==> config.mk <==
export PLATFORM = sky130hd
export DESIGN_NAME = apb_master_bridge
export DESIGN_NICKNAME = d
export VERILOG_FILES = /design/src/rtl/apb_pkg.sv /design/src/rtl/apb_wait_timer.sv /design/src/rtl/apb_master_bridge.sv
export SDC_FILE = /design/constraint.sdc
export NUM_CORES = 1
export LEC_CHECK = 0
export ABC_CLOCK_PERIOD_IN_PS = 1720
export CAP_MARGIN = 30
export CORE_ASPECT_RATIO = 1.1
export CORE_UTILIZATION = 42
export DETAILED_ROUTE_END_ITERATION = 8
export PLACE_DENSITY = 0.88
export SLEW_MARGIN = 25
export SYNTH_ARGS = -nofsm -noshare
export SYNTH_HDL_FRONTEND = slang
export SYNTH_HIERARCHICAL = 1
export SYNTH_SLANG_ARGS = --single-unit
export TNS_END_PERCENT = 20
==> constraint.sdc <==
create_clock -name pclk -period 1.72 [get_ports pclk]
set_input_delay 0.258 -clock pclk [delete_from_list [all_inputs] [get_ports pclk]]
set_output_delay 0.258 -clock pclk [all_outputs]
set_load 0.05 [all_outputs]
==> src/rtl/apb_pkg.sv <==
// Shared APB definitions: bus widths common to the bridge and the 16x8 register slave,
// plus the requester state encoding.
package apb_pkg;

    localparam int unsigned APB_ADDR_W = 4;
    localparam int unsigned APB_DATA_W = 8;

    typedef enum logic [1:0] {
        StIdle   = 2'd0,
        StSetup  = 2'd1,
        StAccess = 2'd2
    } apb_state_t;

endpackage

==> src/rtl/apb_wait_timer.sv <==
// Saturating ACCESS wait-state counter; expired flags that the last permitted wait cycle
// has been reached.
module apb_wait_timer #(
    parameter int unsigned TIMEOUT = 16
) (
    input  logic pclk,
    input  logic presetn,
    input  logic clear,
    input  logic enable,
    output logic expired
);

    localparam int unsigned CNT_W = $clog2(TIMEOUT);
    localparam logic [CNT_W-1:0] CNT_MAX = CNT_W'(TIMEOUT - 1);

    logic [CNT_W-1:0] cnt_q, cnt_d;

    // Holds at CNT_MAX rather than wrapping, so a stalled bus keeps expired asserted.
    always_comb begin
        cnt_d = cnt_q;
        if (clear) begin
            cnt_d = '0;
        end else if (enable && (cnt_q != CNT_MAX)) begin
            cnt_d = cnt_q + CNT_W'(1);
        end
    end

    always_ff @(posedge pclk or negedge presetn) begin
        if (!presetn) begin
            cnt_q <= '0;
        end else begin
            cnt_q <= cnt_d;
        end
    end

    assign expired = (cnt_q == CNT_MAX);

endmodule

==> src/rtl/apb_master_bridge.sv <==
// APB requester: turns a valid/ready command into a SETUP/ACCESS transfer and returns
// read data or a timeout error through a single-entry response register.
module apb_master_bridge
    import apb_pkg::*;
#(
    parameter int unsigned ADDR_W  = APB_ADDR_W,
    parameter int unsigned DATA_W  = APB_DATA_W,
    parameter int unsigned TIMEOUT = 16
) (
    input  logic              pclk,
    input  logic              presetn,
    input  logic              cmd_valid,
    output logic              cmd_ready,
    input  logic              cmd_write,
    input  logic [ADDR_W-1:0] cmd_addr,
    input  logic [DATA_W-1:0] cmd_wdata,
    output logic              rsp_valid,
    input  logic              rsp_ready,
    output logic [DATA_W-1:0] rsp_rdata,
    output logic              rsp_err,
    output logic [ADDR_W-1:0] paddr,
    output logic              psel,
    output logic              penable,
    output logic              pwrite,
    output logic [DATA_W-1:0] pwdata,
    input  logic [DATA_W-1:0] prdata,
    input  logic              pready
);

    apb_state_t state_q, state_d;

    logic              psel_q, psel_d;
    logic              penable_q, penable_d;
    logic [ADDR_W-1:0] paddr_q;
    logic              pwrite_q;
    logic [DATA_W-1:0] pwdata_q;

    logic              rsp_valid_q, rsp_valid_d;
    logic [DATA_W-1:0] rsp_rdata_q, rsp_rdata_d;
    logic              rsp_err_q, rsp_err_d;

    logic accept;
    logic xfer_done;
    logic xfer_tmo;
    logic tmr_clear;
    logic tmr_enable;
    logic tmr_expired;

    apb_wait_timer #(
        .TIMEOUT (TIMEOUT)
    ) u_wait_timer (
        .pclk    (pclk),
        .presetn (presetn),
        .clear   (tmr_clear),
        .enable  (tmr_enable),
        .expired (tmr_expired)
    );

    // A pending response blocks new commands, including the cycle it drains in.
    assign cmd_ready = (state_q == StIdle) && !rsp_valid_q;
    assign accept    = cmd_valid && cmd_ready;
    // pready wins over a simultaneous timeout.
    assign xfer_done = (state_q == StAccess) && pready;
    assign xfer_tmo  = (state_q == StAccess) && !pready && tmr_expired;

    // State register
    always_ff @(posedge pclk or negedge presetn) begin
        if (!presetn) begin
            state_q <= StIdle;
        end else begin
            state_q <= state_d;
        end
    end

    // Next-state logic
    always_comb begin
        state_d = state_q;
        unique case (state_q)
            StIdle:   if (accept) state_d = StSetup;
            StSetup:  state_d = StAccess;
            StAccess: if (xfer_done || xfer_tmo) state_d = StIdle;
            default:  state_d = StIdle;
        endcase
    end

    // Output logic: bus strobes are computed from the next state and registered.
    always_comb begin
        psel_d     = (state_d != StIdle);
        penable_d  = (state_d == StAccess);
        tmr_clear  = (state_q == StSetup);
        tmr_enable = (state_q == StAccess) && !pready;
    end

    always_comb begin
        rsp_valid_d = rsp_valid_q;
        rsp_rdata_d = rsp_rdata_q;
        rsp_err_d   = rsp_err_q;
        if (xfer_done) begin
            rsp_valid_d = 1'b1;
            rsp_err_d   = 1'b0;
            rsp_rdata_d = pwrite_q ? '0 : prdata;
        end else if (xfer_tmo) begin
            rsp_valid_d = 1'b1;
            rsp_err_d   = 1'b1;
            rsp_rdata_d = '0;
        end else if (rsp_valid_q && rsp_ready) begin
            rsp_valid_d = 1'b0;
        end
    end

    always_ff @(posedge pclk or negedge presetn) begin
        if (!presetn) begin
            psel_q      <= 1'b0;
            penable_q   <= 1'b0;
            paddr_q     <= '0;
            pwrite_q    <= 1'b0;
            pwdata_q    <= '0;
            rsp_valid_q <= 1'b0;
            rsp_rdata_q <= '0;
            rsp_err_q   <= 1'b0;
        end else begin
            psel_q      <= psel_d;
            penable_q   <= penable_d;
            rsp_valid_q <= rsp_valid_d;
            rsp_rdata_q <= rsp_rdata_d;
            rsp_err_q   <= rsp_err_d;
            if (accept) begin
                paddr_q  <= cmd_addr;
                pwrite_q <= cmd_write;
                pwdata_q <= cmd_wdata;
            end
        end
    end

    assign psel      = psel_q;
    assign penable   = penable_q;
    assign paddr     = paddr_q;
    assign pwrite    = pwrite_q;
    assign pwdata    = pwdata_q;
    assign rsp_valid = rsp_valid_q;
    assign rsp_rdata = rsp_rdata_q;
    assign rsp_err   = rsp_err_q;

endmodule

==> metrics.txt <==
status finished, final reports clean; Post-CTS Resized 0; number of synthesis warnings 6; worst hold-check slack 324 ps; CTS root buffer clkbuf_4; initial antenna violation count 0; crit path buf inv count 0; gp weighted congestion 0.664; share of layout cells above drive strength 1 39.0%; Worst Hold Class input port to asynchronous set/reset pin; Largest stage delay, worst path 410 ps; WS Path Type register to register; Initial Util 45.6%; unrepaired setup endpoints after global routing false; clk sinks 31; Relative slew margins 69.0%; total die area 0.00329 mm2; CTS clk-pin slew, worst paths 90 ps; crit end category register; Residual DRC 0; chip width 54.8 um; routed wire length 2630 um; CTS H-Tree Depth 2; Buffers on Ports 51; cts bufs inserted 5; P_leak 0.881 nW; Overall Global Routing Usage 19.1%; pre-CTS setup slack 28.7 ps; Core ar. 0.00283 mm2; post-synth top area share 60.2%; final setup vio count 0; TritonCTS clock tree built; row cnt 20; vias in the first global route 922; # diodes 0; Worst Path Max Fanout 5; Die Ht 60.1 um; number of flops mapped to enable cells by yosys 0; PnR worst setup slack 210 ps; Max-cap violations 0; vias per cell 5.04; Post-synth ARST share 100%; NumNets Final 172; # IOs 52; CP Data Required Time 1930 ps; synth-to-layout area growth 43.3%; # placed instances 171; largest buffer count on any clock path 2; pin count of the biggest net entering global routing 32; measured slew at the worst slew-check pin 464 ps; cell with the largest stage delay on the worst path dfrtp_1; period utilisation layout 87.8%; first-pass GRT wire length 4120 um; Main synth FF type dfrtp_1; min cycle time layout 1510 ps; crit-path cells ha_1 > and3_4 > nor2_1 > a21o_1 > or2_2; Synth area leaders dfrtp_1 (60%), mux2_4 (10%), a22o_1 (5.4%); f_max 662 MHz; PnR Total Power 3.86 mW; Post-Syn Nets 114; Post-Syn Area per Cell 14.8 um2; Synth Register Bits 31; Post-Synthesis Cells 87; post-route ant nets 0; Layout fillers 217; Slew Limit Fails 0; Pre-antenna DRT Iters 3; Yosys cell types 27; DPL Wire Length 1980 um; cts hold-fix bufs 0; vias after detailed routing 902; clk_skew 7.29 ps; cell family with most CP delay simple AND/OR/NAND/NOR gates; 1st-iter DRT viols 6; pwr dens 2090 mW/mm2; WL per Instance 14.7 um; post-CTS setup buffers 0; Syn Std Cell Area 0.00129 mm2; TNS Setup 0 ps; register area share after synthesis 60.2%; Critical Path AT 1720 ps; post-synth top area cell dfrtp_1; Final Hold Vio Count 0; Worst VDD drop 1490 uV; Worst setup SP type register; clock latency on the worst-skew pair 330 ps; Final Non-Filler Cells 179; total gr overflow 0
sequential cells by signal, summed over array words and instances, names as in the netlist, 2 cells and up:
signal and cells:
rsp_rdata 8, pwdata 8, state_q 2, paddr 4, u_wait_timer/cnt_q 4
report_power, final:
group	internal, mW	switching (mW)
Combinational	0.891	1.36
Sequential	1.02	0.188
Clock	0.159	0.235
synthesized netlist by cell type, types with 2 or more instances:
| cell | count |
|---|---|
| mux2_2 | 5 |
| o21ai_0 | 2 |
| nor2_1 | 2 |
| buf_2 | 2 |
| mux2_4 | 9 |
| a21o_1 | 2 |
| dfrtp_1 | 31 |
| nor2b_1 | 4 |
| a22o_1 | 8 |
| nand2b_1 | 2 |
| a21oi_1 | 4 |
placed cells by master (no fill, tap or decap):
cell,count
nor2b_1,4
mux2_2,5
and2_1,1
a21o_1,2
ha_1,1
clkbuf_4,5
nor3_4,1
mux2i_1,1
a22o_1,8
clkbuf_1,2
clkinv_2,1
and3_4,1
or2_0,1
buf_12,2
dfrtp_2,1
a21oi_1,4
and4b_2,1
buf_4,28
nor2b_4,1
nand4_1,1
dfrtp_1,30
inv_1,1
o21ai_2,1
clkdlybuf4s50_1,25
nor3_1,1
and3b_1,1
nor2_1,2
nand2b_1,2
or2_2,1
o21ai_0,2
mux2_4,9
per-stage QoR:
stage / instance area, um2 / utilization, %
2_1_floorplan: 1300 / -
3_3_place_gp: 1800 / 63.5
3_5_place_dp: 1800 / 63.5
4_1_cts: 1850 / 65.3
5_1_grt: 1850 / 65.3
6_report: 1850 / 65.3
per-layer routing:
layer	up-vias	GRT usage, %	wire length, um
met3	5	10.4	242
li1	423	-	-
met1	432	19.7	1020
met2	42	30.8	1310
met5	-	0	0
met4	0	8.79	54
final cells by class:
class                   count  area (um2)  share of cell area, %
clock buffers               7        45.0                   2.44
flip-flops and latches     31         777                   42.1
well taps                  33        41.3                   2.24
inverters                   1        3.75                  0.203
repair buffers             55         500                   27.1
clock inverters             1        5.00                  0.271
multi-input cells          51         474                   25.7
cell families after synthesis:
logic type      after synthesis  synth area share (%)
flops                        31                  60.2
simple gates                 18                  10.1
buf+inv                       5                  3.49
compound gates               17                  9.61
mux                          15                  15.6
fa+ha+maj                     1                 0.971
final timing paths:
| path | end | cells past startpoint | slack (ps) | startpoint |
|---|---|---|---|---|
| max | psel$_DFF_PN0_ | 5 | 210 | u_wait_timer/cnt_q[0]$_DFFE_PN0P_ |
| min | rsp_rdata[2]$_DFFE_PN0P_ | 2 | 320 | presetn |
| max reg2reg | psel$_DFF_PN0_ | 5 | 210 | u_wait_timer/cnt_q[0]$_DFFE_PN0P_ |
| min reg2reg | rsp_rdata[0]$_DFFE_PN0P_ | 1 | 510 | rsp_rdata[0]$_DFFE_PN0P_ |
| max in group asynchronous | rsp_valid$_DFFE_PN0P_ | 2 | 1100 | presetn |
| min in group pclk | rsp_valid$_DFFE_PN0P_ | 2 | 470 | rsp_ready |
worst reg2reg max path, cell delays in order, from the launching register on:
cell     delay [ps]
dfrtp_1         410
ha_1            210
and3_4          230
nor2_1           70
a21o_1          200
or2_2           290
No activity file was read; power rests on OpenSTA's default activity.
